File: src/rtl/bias_buf_ctrl_pkg.sv
// Shared types and default geometry for the bias buffer controller.
package bias_buf_ctrl_pkg;

    // Default layer geometry: 16 words of 8 x 16-bit biases, 1-cycle RAM.
    localparam int DEF_DW      = 128;
    localparam int DEF_AW      = 4;
    localparam int DEF_DEPTH   = 16;
    localparam int DEF_N_DELAY = 1;

    // Controller sequence: IDLE -> LOAD -> DONE -> VALID.
    typedef enum logic [1:0] {
        ST_IDLE  = 2'd0,
        ST_LOAD  = 2'd1,
        ST_DONE  = 2'd2,
        ST_VALID = 2'd3
    } bias_state_t;

endpackage

File: src/rtl/bias_buf_ctrl_if.sv
// Bundles the load stream, the bias read port and the bias RAM port.
// slave  : the controller side.
// master : the environment (DMA, conv engine, RAM wrapper).
interface bias_buf_ctrl_if #(
    parameter int DW = 128,
    parameter int AW = 4
) ();

    // Load stream from the layer DMA
    logic          load_start;
    logic [AW:0]   load_num;
    logic          ld_valid;
    logic [DW-1:0] ld_data;
    logic          ld_ready;
    logic          load_done;
    logic          bias_loaded;

    // Bias read port towards the conv output stage
    logic          rd_req;
    logic [AW-1:0] rd_addr;
    logic          rd_ready;
    logic          rd_valid;
    logic [DW-1:0] rd_data;

    // Single-port bias RAM
    logic          mem_cs;
    logic          mem_we;
    logic [AW-1:0] mem_addr;
    logic [DW-1:0] mem_wdata;
    logic [DW-1:0] mem_rdata;

    modport slave (
        input  load_start, load_num, ld_valid, ld_data,
        output ld_ready, load_done, bias_loaded,
        input  rd_req, rd_addr,
        output rd_ready, rd_valid, rd_data,
        output mem_cs, mem_we, mem_addr, mem_wdata,
        input  mem_rdata
    );

    modport master (
        output load_start, load_num, ld_valid, ld_data,
        input  ld_ready, load_done, bias_loaded,
        output rd_req, rd_addr,
        input  rd_ready, rd_valid, rd_data,
        input  mem_cs, mem_we, mem_addr, mem_wdata,
        output mem_rdata
    );

endinterface

File: src/rtl/bias_buf_ctrl_rd_pipe.sv
// Read-response pipe: tracks {valid, out-of-range} for each issued read so
// the response lines up with the RAM data N_DELAY cycles later.
module bias_buf_ctrl_rd_pipe #(
    parameter int DW      = 128,
    parameter int N_DELAY = 1
) (
    input  logic          clk,
    input  logic          rstn,
    input  logic          in_valid,
    input  logic          in_oob,
    input  logic [DW-1:0] mem_rdata,
    output logic          rd_valid,
    output logic [DW-1:0] rd_data
);

    logic [N_DELAY-1:0] valid_sr;
    logic [N_DELAY-1:0] oob_sr;

    // Shift the per-read tags along with the RAM latency.
    // NOTE: only these tag bits are reset; the RAM array itself is never
    // reset, so after reset its contents are simply stale until reloaded.
    always_ff @(posedge clk or negedge rstn) begin
        if (!rstn) begin
            valid_sr <= '0;
            oob_sr   <= '0;
        end else begin
            // NOTE: non-blocking assignments let every stage sample the
            // previous stage's old value, which is what makes this a pipe.
            valid_sr[0] <= in_valid;
            oob_sr[0]   <= in_oob;
            for (int i = 1; i < N_DELAY; i++) begin
                valid_sr[i] <= valid_sr[i-1];
                oob_sr[i]   <= oob_sr[i-1];
            end
        end
    end

    assign rd_valid = valid_sr[N_DELAY-1];
    // Out-of-range reads and idle cycles present zero, never stale RAM data.
    assign rd_data  = (rd_valid && !oob_sr[N_DELAY-1]) ? mem_rdata : '0;

endmodule

File: src/rtl/bias_buf_ctrl.sv
// Bias buffer controller: loads a bias table from a word stream into the
// single-port bias RAM, then serves pipelined bias reads from it. Owning the
// only RAM port means writes and reads can never collide.
module bias_buf_ctrl
    import bias_buf_ctrl_pkg::*;
#(
    parameter int DW      = DEF_DW,
    parameter int AW      = DEF_AW,
    parameter int DEPTH   = DEF_DEPTH,
    parameter int N_DELAY = DEF_N_DELAY
) (
    input  logic           clk,
    input  logic           rstn,
    bias_buf_ctrl_if.slave bus
);

    localparam logic [AW:0]   DEPTH_W = (AW+1)'(DEPTH);
    localparam logic [AW:0]   ONE_N   = (AW+1)'(1);
    localparam logic [AW-1:0] ONE_A   = AW'(1);

    bias_state_t   state;
    logic [AW-1:0] wr_ptr;
    logic [AW:0]   n_lat;        // clamped word count of the load in progress
    logic [AW:0]   num_loaded;   // words valid in the current table
    logic          ld_ready_q;
    logic          load_done_q;
    logic          bias_loaded_q;

    logic          wr_fire;
    logic          rd_fire;
    logic          rd_oob;
    logic          last_wr;
    logic [AW:0]   load_clamped;

    assign wr_fire      = ld_ready_q && bus.ld_valid;
    assign rd_fire      = bias_loaded_q && bus.rd_req;
    assign rd_oob       = ({1'b0, bus.rd_addr} >= num_loaded);
    assign last_wr      = ({1'b0, wr_ptr} == (n_lat - ONE_N));
    assign load_clamped = (bus.load_num > DEPTH_W) ? DEPTH_W : bus.load_num;

    // Sequencer with registered ready/done/loaded flags.
    always_ff @(posedge clk or negedge rstn) begin
        if (!rstn) begin
            state         <= ST_IDLE;
            wr_ptr        <= '0;
            n_lat         <= '0;
            num_loaded    <= '0;
            ld_ready_q    <= 1'b0;
            load_done_q   <= 1'b0;
            bias_loaded_q <= 1'b0;
        end else begin
            load_done_q <= 1'b0;
            case (state)
                ST_IDLE, ST_VALID: begin
                    if (bus.load_start) begin
                        n_lat         <= load_clamped;
                        bias_loaded_q <= 1'b0;
                        if (load_clamped == '0) begin
                            state       <= ST_DONE;
                            num_loaded  <= '0;
                            load_done_q <= 1'b1;
                        end else begin
                            state      <= ST_LOAD;
                            wr_ptr     <= '0;
                            ld_ready_q <= 1'b1;
                        end
                    end
                end
                ST_LOAD: begin
                    if (wr_fire) begin
                        if (last_wr) begin
                            state       <= ST_DONE;
                            ld_ready_q  <= 1'b0;
                            load_done_q <= 1'b1;
                            num_loaded  <= n_lat;
                        end else begin
                            // The clamp keeps the last write at DEPTH-1, so
                            // the pointer never wraps.
                            wr_ptr <= wr_ptr + ONE_A;
                        end
                    end
                end
                ST_DONE: begin
                    if (n_lat != '0) begin
                        state         <= ST_VALID;
                        bias_loaded_q <= 1'b1;
                    end else begin
                        state <= ST_IDLE;
                    end
                end
                default: state <= ST_IDLE;
            endcase
        end
    end

    // RAM port mux: a load write or a bias read, never both in one cycle.
    always_comb begin
        // NOTE: every output gets a default first so no path leaves one
        // unassigned, which would otherwise infer a latch.
        bus.mem_cs    = 1'b0;
        bus.mem_we    = 1'b0;
        bus.mem_addr  = '0;
        bus.mem_wdata = '0;
        if (wr_fire) begin
            bus.mem_cs    = 1'b1;
            bus.mem_we    = 1'b1;
            bus.mem_addr  = wr_ptr;
            bus.mem_wdata = bus.ld_data;
        end else if (rd_fire) begin
            bus.mem_cs   = 1'b1;
            bus.mem_addr = bus.rd_addr;
        end
    end

    assign bus.ld_ready    = ld_ready_q;
    assign bus.load_done   = load_done_q;
    assign bus.bias_loaded = bias_loaded_q;
    assign bus.rd_ready    = bias_loaded_q;

    bias_buf_ctrl_rd_pipe #(
        .DW      (DW),
        .N_DELAY (N_DELAY)
    ) u_rd_pipe (
        .clk       (clk),
        .rstn      (rstn),
        .in_valid  (rd_fire),
        .in_oob    (rd_oob),
        .mem_rdata (bus.mem_rdata),
        .rd_valid  (bus.rd_valid),
        .rd_data   (bus.rd_data)
    );

endmodule

File: src/flat_wrapper.sv
// flat-port wrapper written by rule: the top's interface ports become plain ports
module bias_buf_ctrl_flat import bias_buf_ctrl_pkg::*;
#(
    parameter int DW      = DEF_DW,
    parameter int AW      = DEF_AW,
    parameter int DEPTH   = DEF_DEPTH,
    parameter int N_DELAY = DEF_N_DELAY
)
  (clk, rstn, bus_load_start, bus_load_num, bus_ld_valid, bus_ld_data, bus_ld_ready, bus_load_done, bus_bias_loaded, bus_rd_req, bus_rd_addr, bus_rd_ready, bus_rd_valid, bus_rd_data, bus_mem_cs, bus_mem_we, bus_mem_addr, bus_mem_wdata, bus_mem_rdata);
  bias_buf_ctrl_if #(.DW(DW), .AW(AW)) bus_i ();
  input  logic clk;
  input  logic rstn;
  input wire logic [$bits(bus_i.load_start)-1:0] bus_load_start;
  input wire logic [$bits(bus_i.load_num)-1:0] bus_load_num;
  input wire logic [$bits(bus_i.ld_valid)-1:0] bus_ld_valid;
  input wire logic [$bits(bus_i.ld_data)-1:0] bus_ld_data;
  output wire logic [$bits(bus_i.ld_ready)-1:0] bus_ld_ready;
  output wire logic [$bits(bus_i.load_done)-1:0] bus_load_done;
  output wire logic [$bits(bus_i.bias_loaded)-1:0] bus_bias_loaded;
  input wire logic [$bits(bus_i.rd_req)-1:0] bus_rd_req;
  input wire logic [$bits(bus_i.rd_addr)-1:0] bus_rd_addr;
  output wire logic [$bits(bus_i.rd_ready)-1:0] bus_rd_ready;
  output wire logic [$bits(bus_i.rd_valid)-1:0] bus_rd_valid;
  output wire logic [$bits(bus_i.rd_data)-1:0] bus_rd_data;
  output wire logic [$bits(bus_i.mem_cs)-1:0] bus_mem_cs;
  output wire logic [$bits(bus_i.mem_we)-1:0] bus_mem_we;
  output wire logic [$bits(bus_i.mem_addr)-1:0] bus_mem_addr;
  output wire logic [$bits(bus_i.mem_wdata)-1:0] bus_mem_wdata;
  input wire logic [$bits(bus_i.mem_rdata)-1:0] bus_mem_rdata;
  assign bus_i.load_start = bus_load_start;
  assign bus_i.load_num = bus_load_num;
  assign bus_i.ld_valid = bus_ld_valid;
  assign bus_i.ld_data = bus_ld_data;
  assign bus_ld_ready = bus_i.ld_ready;
  assign bus_load_done = bus_i.load_done;
  assign bus_bias_loaded = bus_i.bias_loaded;
  assign bus_i.rd_req = bus_rd_req;
  assign bus_i.rd_addr = bus_rd_addr;
  assign bus_rd_ready = bus_i.rd_ready;
  assign bus_rd_valid = bus_i.rd_valid;
  assign bus_rd_data = bus_i.rd_data;
  assign bus_mem_cs = bus_i.mem_cs;
  assign bus_mem_we = bus_i.mem_we;
  assign bus_mem_addr = bus_i.mem_addr;
  assign bus_mem_wdata = bus_i.mem_wdata;
  assign bus_i.mem_rdata = bus_mem_rdata;
  bias_buf_ctrl #(.DW(DW), .AW(AW), .DEPTH(DEPTH), .N_DELAY(N_DELAY)) u_core (.clk(clk), .rstn(rstn), .bus(bus_i));
endmodule
File: config.mk
export PLATFORM = sky130hd
export DESIGN_NAME = bias_buf_ctrl_flat
export DESIGN_NICKNAME = d
export VERILOG_FILES = /design/src/rtl/bias_buf_ctrl_pkg.sv /design/src/rtl/bias_buf_ctrl_if.sv /design/src/rtl/bias_buf_ctrl_rd_pipe.sv /design/src/rtl/bias_buf_ctrl.sv /design/src/flat_wrapper.sv
export SDC_FILE = /design/constraint.sdc
export NUM_CORES = 1
export LEC_CHECK = 0
export CAP_MARGIN = 10
export CORE_AREA = 2 2 209 211
export DETAILED_ROUTE_END_ITERATION = 6
export DIE_AREA = 0 0 211 213
export GPL_TIMING_DRIVEN = 0
export PLACE_DENSITY_LB_ADDON = 0.2
export SLEW_MARGIN = 25
export SYNTH_ARGS = -nofsm -noshare
export SYNTH_HDL_FRONTEND = slang
export SYNTH_SLANG_ARGS = --single-unit
File: constraint.sdc
create_clock -name clk -period 1.89 [get_ports clk]
set_input_delay 0.189 -clock clk [delete_from_list [all_inputs] [get_ports clk]]
set_output_delay 0.189 -clock clk [all_outputs]
set_load 0.05 [all_outputs]
# After elaboration in Yosys (flattened, before gate mapping)
# Cells that the tools add are included.
[classes]
add_sub_neg = 2
n_lt_le_gt_ge = 2
n_eq_ne = 11
n_mux = 37
reduce_logical = 16
[op_table]
columns = ["op", "count"]
rows = [
  ["two-way mux 128 bit", 2],
  ["two-way mux 5 bit", 5],
  ["two-way mux 4 bit", 6],
  ["AND reduction 5 bit", 3],
  ["two-way mux 1 bit", 13],
  ["two-way mux 2 bit", 5],
  ["case mux 5 bit (2 select lines)", 1],
  ["inequality test 2 x 1 -> 1 bit, second input constant", 4],
  ["case mux 4 bit (2 select lines)", 1],
  ["inequality test 2 bit, second input constant", 3],
  ["case mux 1 bit (2 select lines)", 3],
  ["case mux 2 bit (3 select lines)", 1],
  ["AND reduction 3 bit", 2],
  ["== test 4 x 5 -> 1 bit", 1],
  [">= comparator 4 x 5 -> 1 bit", 1],
  ["greater-than comparator 5 bit, second input constant", 1],
  ["zero test 5 bit", 1],
  ["nonzero test 5 bit", 1],
  ["subtractor 5 x 1 -> 5 bit, second input constant", 1],
  ["adder 4 x 1 -> 4 bit, second input constant", 1],
  ["== test 2 bit, second input constant", 2],
  ["nonzero test 2 bit", 2],
  ["logical AND 1 bit", 3],
  ["== test 2 x 1 -> 1 bit, second input constant", 1],
  ["4 further kinds", 4],
]
[totals]
regBits = 21
input_bits = 270
output_inout_bits = 267
elab_cells = 77

# Logic depth before layout (Yosys ltp)
# Gate-level depths: netlist of the first run.
[logic_depth]
ltp_word = 6
ltp_mapped = 8
ltp_nobuf = 8

# By module
# From an unflattened synthesis of the first run, not the netlist that was laid out.
[unflattened]
cells_unflattened = 450
area_unflattened_um2 = 3540.9
[modules_own_cells]
columns = ["module", "n_inst", "cells_each", "area_per_inst_um2", "seq_area_each_um2"]
rows = [
  ["bias_buf_ctrl", 1, 292, 2149.6, 475.5],
  ["bias_buf_ctrl_rd_pipe", 1, 158, 1391.3, 50.0],
]

# Least setup slack after synthesis of the first run
# No wires, ideal clock.
[synth_timing]
path_type = "register to output"
start = "register u_core.ld_ready_q, in the netlist u_core.bus.ld_ready"
end = "output bus_mem_addr[0]"
t_arrival_ns = 1.868
t_required_ns = 1.701
setup_slack_ns = -0.167
path_stages_with_launch = 4
n_path_buf = 0
path_cell_list = "dfrtp_1 > nand2_1 > inv_1 > a22o_1"
[synth_via]
elab_chain_cells = 2
[synth_rtl]
columns = ["item", "line_no", "text"]
rows = [
  ["start, declared", "bias_buf_ctrl.sv:25", "logic ld_ready_q;"],
  ["start signal, assigned", "bias_buf_ctrl.sv:48", "ld_ready_q <= 1'b0;"],
  ["start signal, assigned", "bias_buf_ctrl.sv:65", "ld_ready_q <= 1'b1;"],
  ["start signal, assigned", "bias_buf_ctrl.sv:73", "ld_ready_q <= 1'b0;"],
  ["logical AND 1 bit", "bias_buf_ctrl.sv:35", "assign wr_fire = ld_ready_q && bus.ld_valid;"],
  ["two-way mux 4 bit", "bias_buf_ctrl.sv:104", "if (wr_fire) begin"],
  ["end, declared", "flat_wrapper.sv:27", "output wire logic [$bits(bus_i.mem_addr)-1:0] bus_mem_addr;"],
]
# No other way between the ends.

# Worst setup path after layout of the first run
[layout_timing]
start = "register u_core.n_lat[1]"
end = "register u_core.wr_ptr[2]"
[layout_via]
elab_chain_cells = 4
[layout_rtl]
columns = ["item", "line_no", "text"]
rows = [
  ["start, declared", "bias_buf_ctrl.sv:23", "logic [AW:0] n_lat;"],
  ["start signal, assigned", "bias_buf_ctrl.sv:56", "n_lat <= load_clamped;"],
  ["subtractor 5 x 1 -> 5 bit", "bias_buf_ctrl.sv:38", "assign last_wr = ({1'b0, wr_ptr} == (n_lat - ONE_N));"],
  ["== test 4 x 5 -> 1 bit", "bias_buf_ctrl.sv:38", ""],
  ["inequality test 2 bit (no line)", "--", ""],
  ["AND reduction 5 bit (no line)", "--", ""],
  ["end signal, assigned", "bias_buf_ctrl.sv:79", "wr_ptr <= wr_ptr + ONE_A;"],
  ["end, declared", "bias_buf_ctrl.sv:22", "logic [AW-1:0] wr_ptr;"],
]
# No other way between the ends.
# A chain may end at the register's enable or synchronous reset.

==> results of run 1 <==
## final timing paths
check | start | to | slack [ps] | cells after the start
min in group asynchronous | rstn | u_core.n_lat[0] | 440 | 2
setup / recovery | u_core.n_lat[1] | u_core.wr_ptr[2] | -30 | 9
hold reg to reg | u_core.num_loaded[4] | u_core.u_rd_pipe.oob_sr | 440 | 1
hold / removal | bus_load_num[3] | u_core.n_lat[3] | 230 | 3
max in group asynchronous | rstn | u_core.bus.ld_ready | 1080 | 2
setup reg to reg | u_core.n_lat[1] | u_core.wr_ptr[2] | -30 | 9
## layout by cell type, fill, tap and decap left out, types with 3 or more instances in the layout
cell type / count
clkdlybuf4s50_1: 266
buf_2: 178
and3_1: 127
and2_2: 101
buf_4: 44
clkbuf_2: 38
clkbuf_4: 34
and2_1: 26
nand2_1: 22
dfrtp_1: 19
clkdlybuf4s15_2: 14
inv_1: 9
o21ai_0: 9
buf_6: 7
ha_1: 7
dlygate4sd2_1: 7
nand2b_1: 6
a22o_2: 4
a21oi_1: 4
o21ai_1: 4
clkdlybuf4s15_1: 4
inv_2: 3
nand3b_1: 3
nor2_1: 3
nand3_1: 3
a21o_1: 3
clkbuf_16: 3
## stage by stage
| step | setup slack (ps) | TNS [ps] | hold slack, ps |
|---|---|---|---|
| floorplan | -41.2 | -165 | -107 |
| detailed placement | -1140 | -222940 | 206 |
| CTS | -116 | -534 | 328 |
| global placement | -1130 | -224240 | 441 |
| global route | -137 | -977 | 263 |
| finish | -27.8 | -33.7 | 235 |
## cells in the mapped netlist
master | number | area (µm²)
o31a_1 | 1 | 8.76
nand2_2 | 1 | 6.26
nor2b_1 | 2 | 12.5
mux2_2 | 2 | 22.5
a2111oi_4 | 1 | 27.5
o21ai_1 | 1 | 5.00
xnor2_1 | 3 | 26.3
and2_1 | 128 | 801
o21ai_0 | 14 | 70.1
or4_4 | 1 | 11.3
mux2i_1 | 2 | 20.0
xor2_1 | 1 | 8.76
o311ai_4 | 1 | 26.3
buf_2 | 1 | 5.00
nand2_1 | 23 | 86.3
a22o_1 | 6 | 52.6
nor3_1 | 5 | 25.0
inv_1 | 13 | 48.8
o31ai_1 | 1 | 7.51
a21o_1 | 3 | 22.5
dfrtp_1 | 21 | 526
buf_4 | 1 | 7.51
or3_1 | 1 | 6.26
nand2b_1 | 8 | 50.1
or2_2 | 1 | 6.26
nor2_1 | 5 | 18.8
nor2_4 | 1 | 11.3
nand4_1 | 2 | 12.5
and3_1 | 129 | 807
clkbuf_1 | 44 | 165
nand3b_1 | 3 | 22.5
a21oi_1 | 6 | 30.0
ha_1 | 8 | 100
nand3_1 | 3 | 15.0
a2bb2oi_1 | 1 | 8.76
o211ai_1 | 1 | 7.51
## cells by family (layout without fill, tap and decap cells)
logic type / after synthesis / in the layout / share of synthesized area
flops: 21 / 21 / 0.170
mux: 4 / 4 / 0.0138
buf+inv: 59 / 616 / 0.0733
simple gates: 313 / 313 / 0.613
fa+ha+maj: 8 / 8 / 0.0324
compound gates: 36 / 36 / 0.0863
xor+xnor: 4 / 4 / 0.0113
## power by group through the flow
stage / Clock (W) / Sequential [W] / Combinational, W
after floorplan: 0 / 0.000764 / 0.00316
after global placement: 0 / 0.000772 / 0.00523
after detailed placement: 0 / 0.000779 / 0.00521
after CTS: 0.000474 / 0.000772 / 0.00517
after global routing: 0.000496 / 0.000802 / 0.00561
final: 0.000460 / 0.000773 / 0.00529
## metal layers
layer	track usage	share of wire
met1	0.130	0.41
met2	0.198	0.53
met3	0.0134	0.051
met4	0.00631	0.0021
met5	0	0
## state kept, by name, summed over array words and instances, names as in the netlist, 2 cells and up
register / flops
u_core.n_lat: 5
u_core.num_loaded: 5
u_core.wr_ptr: 4
u_core.state: 2
## layout make-up
| type | count | area (µm²) | area share |
|---|---|---|---|
| buffer | 46 | 287 | 0.0330 |
| clock buffer | 4 | 78.8 | 0.00907 |
| inverter | 13 | 52.6 | 0.00605 |
| multi-input combinational | 365 | 2580 | 0.297 |
| sequential | 21 | 528 | 0.0607 |
| tap | 546 | 683 | 0.0786 |
| timing repair buffer | 553 | 4480 | 0.515 |
## worst max-delay path: stages, from the launching register on
cell	delay, ps
dfrtp_1	380
inv_2	60
ha_4	170
nand2b_4	140
and3_4	160
o311ai_4	440
buf_6	180
a21oi_2	50
o21ai_1	140
o31ai_1	80
## timing repair
item	CTS	global route
resized for setup	1343	81
gates cloned	1	0
endpoints found under the hold margin	21	0
endpoints found under the setup margin	276	148
pin swaps	5	13
hold buffers	1	0
buffers inserted	12	4
==> reports/metrics.csv, run 1 <==
stage,metric,value,unit
drt,starting DRC count in detailed routing,214,
finish,ant diodes,0,
pwr,worst vdd ir,0.000527,V
pwr,logic gate share of total power,0.811,
timing,RSZ-0062 raised after global routing,yes,
finish,final-stage net count,1281,
pwr,power per cell area,751,mW/mm²
logic_synthesis,Synth Cell Area,0.00309,mm²
critical_path,Critical Path Source Type,register,
cts,CTS sink count,21,
placed_design,count of input and output buffers,535,
critical_path,worst path arrival time,2050,ps
logic_synthesis,cells after synthesis,445,
grt,grt ovf,0,
finish,final std cells w/o fill,1548,
placed_design,placed insts,1526,
drt,Final Routed Wirelength,26200,µm
outcome,failing checks,negative setup slack,
pwr,sw frac,0.565,
logic_synthesis,syn avg cell area,6.94,µm²
logic_synthesis,Yosys cell types,36,
finish,Final Instance Area,0.00869,mm²
cts,H-tree depth,1,
finish,Fillers,4887,
timing,Setup-failing EPs final,2,
floorplanning,Die X-Extent,211,µm
worst_hold_path,Hold WC Path Type,in -> reg,
timing,Slew Limit Fails,0,
logic_synthesis,#FFs+latches synth,21,
run,Max Cap Viol,0,
logic_synthesis,YS warnings,0,
cts,cts bufs inserted,3,
timing,"Period Utilization, post-route",1.01,
pwr,Flop pwr share,0.118,
pwr,Pint,0.00284,W
pwr,Lkg Pwr,4.49,nW
cts,"Clk Latency, worst-skew pair",250,ps
pwr,Pwr Total,0.00652,W
floorplanning,Core Region,0.0427,mm²
cts,Root Driver,clkbuf_16,
floorplanning,die height,213,µm
drt,wire length per cell,16.9,µm
timing,Period minus WS final,1920,ps
timing,post-route setup slack,-27.8,ps
finish,Final Core Density,0.204,
drt,DRC viols,0,
drt,TritonRoute pass-1 iters,6,
drt,Via density,3.34,
grt,vias in the first global route,5019,
drt,Final ANT Viol Nets,0,
grt,first-pass GRT wire length,35200,µm
cts,Clock Pin Slew Worst Setup and Hold Paths,60,ps
drt,DR vias,5171,
floorplanning,FP Rows,76,
cts,Max Root-Sink Buffers,2,
timing,fmax,521,MHz
floorplanning,Ports,537,
placed_design,Routability Congestion,0.789,
timing,Rel. slew slack,0.613,
pwr,NetSw,0.00368,W
critical_path,Crit. End Element,register,
finish,share of cells above drive strength 1,0.459,
pwr,clock power share,0.071,
grt,largest net degree at the start of global routing,22,
timing,Final Hold Fails,0,
timing,Layout Skew,3.55,ps
grt,initial antenna violation count,1,
floorplanning,Initial Utilization,0.0723,
placed_design,detailed placer's ending HPWL,22700,µm
logic_synthesis,register area share after synthesis,0.170,
grt,Tot GR Track Use,0.104,
critical_path,CP max FO,6,
outcome,outcome,"finished, violations left",
placed_design,Post-DP Area,0.00926,mm²
critical_path,Setup Crit Path Kind,reg -> reg,
timing,worst-margin pin slew,579,ps
cts,CTS tree,yes,
critical_path,worst path required time,2020,ps
floorplanning,area of the die,0.0449,mm²
finish,area delta synth->final,181,%
logic_synthesis,Mapped Nets,723,
No activity file was read; power rests on OpenSTA's default activity.
==> run 2, diff against run 1 <==
--- a/config.mk
+++ b/config.mk
@@ -15,3 +15,4 @@
 export SYNTH_ARGS = -nofsm -noshare
 export SYNTH_HDL_FRONTEND = slang
 export SYNTH_SLANG_ARGS = --single-unit
+export TNS_END_PERCENT = 10
==> run 2 against run 1 <==
Net effect: the flow still finishes with violations (negative setup slack); critical path depth unchanged; count of clock-buffer cells in the layout decreased by 1; worst hold slack got worse by 3.6 ps; combinational power decreased by 0.8%; first-iteration DRC count decreased by 14%; setup slack got worse by 75 ps; clock skew decreased by 1.6 ps; final cell count increased by 0.19%; final area decreased by 0.43%; power decreased by 0.94%; die area unchanged; sequential power decreased by 2%; largest power group unchanged; highest routed layer is now met5.
==> reports/metrics.csv, run 2 (synthesis gave the netlist of run 1 again) <==
stage,metric,value,unit
outcome,outcome,"finished, violations left",
outcome,failing checks,negative setup slack,
placed_design,detailed placer's ending HPWL,25600,µm
finish,most frequent cells in the layout,"clkdlybuf4s50_1, and3_1, and2_1",
timing,Setup TNS,-297,ps
pwr,logic gate share of total power,0.812,
timing,Final Hold Fails,0,
pwr,Flop pwr share,0.117,
critical_path,CP max FO,6,
worst_hold_path,Hold WC Path Type,in -> reg,
pwr,Lkg Pwr,4.38,nW
cts,CTS sink count,21,
timing,Layout Skew,1.99,ps
drt,wire length per cell,18.8,µm
timing,Slew Limit Fails,0,
grt,grt ovf,0,
drt,DRC viols,0,
pwr,power per cell area,747,mW/mm²
cts,Clock Pin Slew Worst Setup and Hold Paths,60,ps
floorplanning,Ports,537,
floorplanning,Core Region,0.0427,mm²
timing,fmax,502,MHz
critical_path,worst path arrival time,2120,ps
pwr,Pint,0.00281,W
floorplanning,Die X-Extent,211,µm
timing,Period minus WS final,1990,ps
pwr,worst vdd ir,0.000454,V
pwr,sw frac,0.565,
drt,DR vias,5233,
critical_path,worst path required time,2020,ps
critical_path,Critical Path Source Type,register,
critical_path,Setup Crit Path Kind,reg -> reg,
timing,RSZ-0062 raised after global routing,yes,
cts,cts bufs inserted,3,
cts,H-tree depth,1,
finish,"most common cell after layout, fill and taps aside",clkdlybuf4s50_1,
floorplanning,area of the die,0.0449,mm²
grt,vias in the first global route,5124,
timing,"Period Utilization, post-route",1.05,
worst_hold_path,worst hold stages,3,
timing,hold_ws,231,ps
cts,"Clk Latency, worst-skew pair",250,ps
drt,starting DRC count in detailed routing,184,
floorplanning,die height,213,µm
timing,worst-margin pin slew,569,ps
placed_design,count of input and output buffers,535,
floorplanning,FP Rows,76,
run,Max Cap Viol,0,
grt,Tot GR Track Use,0.118,
drt,TritonRoute pass-1 iters,4,
finish,final-stage net count,1278,
grt,initial antenna violation count,8,
cts,CTS tree,yes,
drt,Final Routed Wirelength,29200,µm
placed_design,Routability Congestion,0.834,
cts,Max Root-Sink Buffers,2,
drt,Via density,3.37,
cts,Root Driver,clkbuf_16,
grt,largest net degree at the start of global routing,22,
critical_path,Worst R2R Setup Slack,-100,ps
floorplanning,Initial Utilization,0.0723,
timing,post-route setup slack,-103,ps
placed_design,placed insts,1526,
critical_path,Crit. End Element,register,
timing,Rel. slew slack,0.620,
finish,Final Core Density,0.203,
timing,Setup-failing EPs final,9,
finish,biggest regs,"u_core.n_lat x5, u_core.num_loaded x5, u_core.wr_ptr x4",
drt,Final ANT Viol Nets,0,
grt,first-pass GRT wire length,38700,µm
finish,area delta synth->final,180,%
finish,final std cells w/o fill,1551,
pwr,NetSw,0.00365,W
critical_path,Worst Reg-to-Reg Cells,9,
finish,share of cells above drive strength 1,0.353,
pwr,clock power share,0.071,
[run 2: cell type report]
type,instances,area (µm²)
fillers,4902,34000
inverters,13,52.6
clock inverters,1,5.00
multi-input cells,365,2420
diodes,6,15.0
clock buffers,3,75.1
repair buffers,551,4590
flip-flops and latches,21,527
well taps,546,683
plain buffers,45,288
[run 2: metrics by stage]
stage	instance area (µm²)	worst slack (ps)	total power, W
floorplan	3100	-41.2	0.00390
global placement	9140	-1330	0.00601
detailed placement	9130	-1370	0.00600
CTS	9150	-152	0.00644
global route	8640	-190	0.00686
finish	8650	-103	0.00646
[run 2: final timing paths]
check | startpoint | to
setup / recovery | u_core.n_lat[1] | u_core.wr_ptr[3]
hold reg to reg | u_core.num_loaded[4] | u_core.u_rd_pipe.oob_sr
setup reg to reg | u_core.n_lat[1] | u_core.wr_ptr[3]
min in group asynchronous | rstn | u_core.n_lat[0]
hold / removal | bus_load_num[3] | u_core.n_lat[3]
max in group asynchronous | rstn | u_core.bus.ld_ready
[run 2: layer usage]
layer | up-vias | share of wire | global-route usage
met3 | 14 | 0.067 | 0.0257
met4 | 6 | 0.0033 | 0.00437
met5 | - | 0.0014 | 0
met2 | 215 | 0.53 | 0.224
li1 | 2609 | - | -
met1 | 2389 | 0.40 | 0.141
[run 2: power by group through the flow]
stage	clock [W]	combinational [W]	sequential (W)
after floorplan	0	0.00314	0.000764
after global placement	0	0.00524	0.000770
after detailed placement	0	0.00524	0.000767
after CTS	0.000476	0.00521	0.000756
after global routing	0.000487	0.00559	0.000784
final	0.000458	0.00525	0.000755
[run 2: worst max-delay path: stages (launching register included)]
cell	delay, ps
dfrtp_1	400
inv_2	60
ha_4	170
nand2b_4	140
and3_4	160
o311ai_4	400
buf_4	200
nand4_1	130
nand3_1	120
o211ai_1	90
[run 2: repair_timing]
item | in CTS | in global routing
endpoints found under the setup margin | 275 | 250
hold buffers | 1 | 0
pin swaps | 3 | 11
setup buffers | 5 | 9
cloned | 0 | 1
resized for setup | 1113 | 345
endpoints found under the hold margin | 21 | 0
==> run 3, diff against run 2 <==
--- a/config.mk
+++ b/config.mk
@@ -10,7 +10,7 @@
 export DETAILED_ROUTE_END_ITERATION = 6
 export DIE_AREA = 0 0 211 213
 export GPL_TIMING_DRIVEN = 0
-export PLACE_DENSITY_LB_ADDON = 0.2
+export PLACE_DENSITY = 0.44
 export SLEW_MARGIN = 25
 export SYNTH_ARGS = -nofsm -noshare
 export SYNTH_HDL_FRONTEND = slang
==> run 3 against run 2 <==
Net effect: the flow still finishes with violations (negative setup slack); worst hold slack improved by 79 ps; critical path depth fell by 1; highest routed layer is now met4; non-clock buffer count decreased by 11; critical endpoint is now u_core.num_loaded[3]; setup slack lost 9.0 ps.
==> reports/metrics.csv, run 3 (synthesis gave the netlist of run 1 again) <==
stage,metric,value,unit
worst_hold_path,Hold WC Path Type,in -> reg,
timing,worst-margin pin slew,610,ps
finish,final-stage net count,1267,
placed_design,detailed placer's ending HPWL,23300,µm
timing,Rel. slew slack,0.592,
drt,DRC viols,0,
placed_design,Routability Congestion,0.840,
floorplanning,Ports,537,
grt,initial antenna violation count,0,
critical_path,Setup Crit Path Kind,in -> reg,
placed_design,pre-CTS setup slack,-1240,ps
cts,cts bufs inserted,3,
grt,grt peak-use layer,met2,
timing,Layout Skew,5.14,ps
timing,Final Hold Fails,0,
pwr,clock power share,0.072,
critical_path,Critical Path Source Type,primary input,
critical_path,Crit. End Element,register,
cts,CTS tree,yes,
grt,met2 Usage GRT,0.190,
timing,"Period Utilization, post-route",1.06,
finish,biggest regs,"u_core.n_lat x5, u_core.num_loaded x5, u_core.wr_ptr x4",
pwr,Pwr Total,0.00635,W
cts,"Clk Latency, worst-skew pair",260,ps
drt,starting DRC count in detailed routing,220,
timing,Setup TNS,-697,ps
grt,first-pass GRT wire length,36500,µm
critical_path,worst path arrival time,2150,ps
drt,Final ANT Viol Nets,0,
drt,Final Routed Wirelength,26800,µm
critical_path,worst path required time,2040,ps
timing,RSZ-0062 raised after global routing,yes,
floorplanning,Die X-Extent,211,µm
timing,Slew Limit Fails,0,
pwr,Lkg Pwr,4.33,nW
grt,largest net degree at the start of global routing,22,
pwr,power per cell area,749,mW/mm²
floorplanning,area of the die,0.0449,mm²
run,Max Cap Viol,0,
timing,fmax,500,MHz
outcome,failing checks,negative setup slack,
pwr,worst vdd ir,0.000399,V
cts,H-tree depth,1,
cts,Clock Pin Slew Worst Setup and Hold Paths,60,ps
finish,area delta synth->final,174,%
timing,Setup-failing EPs final,10,
floorplanning,FP Rows,76,
timing,post-route setup slack,-112,ps
grt,met1 Track Usage GR,0.137,
finish,share of cells above drive strength 1,0.353,
placed_design,count of input and output buffers,535,
drt,TritonRoute pass-1 iters,4,
cts,CTS sink count,21,
pwr,NetSw,0.00362,W
drt,wire length per cell,17.5,µm
pwr,logic gate share of total power,0.806,
floorplanning,die height,213,µm
grt,Tot GR Track Use,0.108,
cts,Max Root-Sink Buffers,2,
floorplanning,Core Region,0.0427,mm²
grt,met3 Use GR,0.0212,
outcome,outcome,"finished, violations left",
drt,Via density,3.39,
timing,Period minus WS final,2000,ps
floorplanning,Initial Utilization,0.0723,
grt,vias in the first global route,5337,
pwr,Flop pwr share,0.122,
finish,"most common cell after layout, fill and taps aside",clkdlybuf4s50_1,
timing,hold_ws,310,ps
pwr,sw frac,0.571,
finish,most frequent cells in the layout,"clkdlybuf4s50_1, buf_2, and3_1",
grt,grt ovf,0,
cts,Root Driver,clkbuf_16,
finish,ant diodes,0,
pwr,Pint,0.00272,W
drt,DR vias,5204,
critical_path,CP max FO,5,
run 3: cell count changes in the layout (fill, tap and decap cells not counted), sizes merged:
cell	before	now
clkinv	1	0
dlymetal6s2s	3	2
clkdlybuf4s50	267	270
clkdlybuf4s18	1	0
dlygate4sd2	6	0
clkdlybuf4s15	17	7
buf	210	186
diode	6	0
clkbuf	94	123
run 3: worst max-delay path, stage by stage:
cell	delay, ps
clkdlybuf4s50_1	420
or4_4	570
nor2_4	130
nand2_2	90
a2111oi_4	420
buf_6	170
nand3b_1	100
nand2_1	60
run 3: path summary, 6_finish.rpt:
| check | start | end | slack (ps) | cells past startpoint |
|---|---|---|---|---|
| min in group asynchronous | rstn | u_core.num_loaded[0] | 440 | 2 |
| setup reg to reg | u_core.n_lat[1] | u_core.num_loaded[3] | -110 | 9 |
| setup / recovery | bus_load_num[0] | u_core.num_loaded[3] | -110 | 8 |
| hold reg to reg | u_core.num_loaded[4] | u_core.u_rd_pipe.oob_sr | 440 | 1 |
| hold / removal | bus_load_num[4] | u_core.n_lat[4] | 310 | 2 |
| max in group asynchronous | rstn | u_core.n_lat[1] | 1060 | 2 |
run 3: routing by layer:
layer / wire [µm] / share of wire
met5: 0 / 0
met3: 1660 / 0.062
met1: 11500 / 0.43
met2: 13200 / 0.49
met4: 432 / 0.016
run 3: through the flow:
stage	instances	util	area, µm²
after detailed placement	1526	0.214	9130
final	1534	0.198	8470
after global placement	1526	0.214	9140
after global routing	1534	0.198	8470
after floorplan	445	-	3100
after CTS	1534	0.213	9110
run 3: area by class of cell:
class | instances | area, µm²
fillers | 4918 | 34200
repair buffers | 540 | 4420
multi-input cells | 365 | 2430
well taps | 546 | 683
flip-flops and latches | 21 | 529
plain buffers | 45 | 278
clock buffers | 4 | 78.8
inverters | 13 | 52.6
run 3: power groups by stage:
stage | logic, W | registers [W] | clock network (W)
after floorplan | 0.00314 | 0.000764 | 0
after global placement | 0.00519 | 0.000770 | 0
after detailed placement | 0.00520 | 0.000777 | 0
after CTS | 0.00513 | 0.000766 | 0.000470
after global routing | 0.00543 | 0.000802 | 0.000493
final | 0.00512 | 0.000773 | 0.000457
run 3: what timing repair did:
item / 4_1_cts / 5_1_grt
setup buffers: 3 / 0
gates cloned: 0 / 1
endpoints found under the setup margin: 276 / 265
pin swaps: 2 / 5
hold endpoints to repair: 21 / 0
hold buffers: 1 / 0
gates resized for setup: 1059 / 427
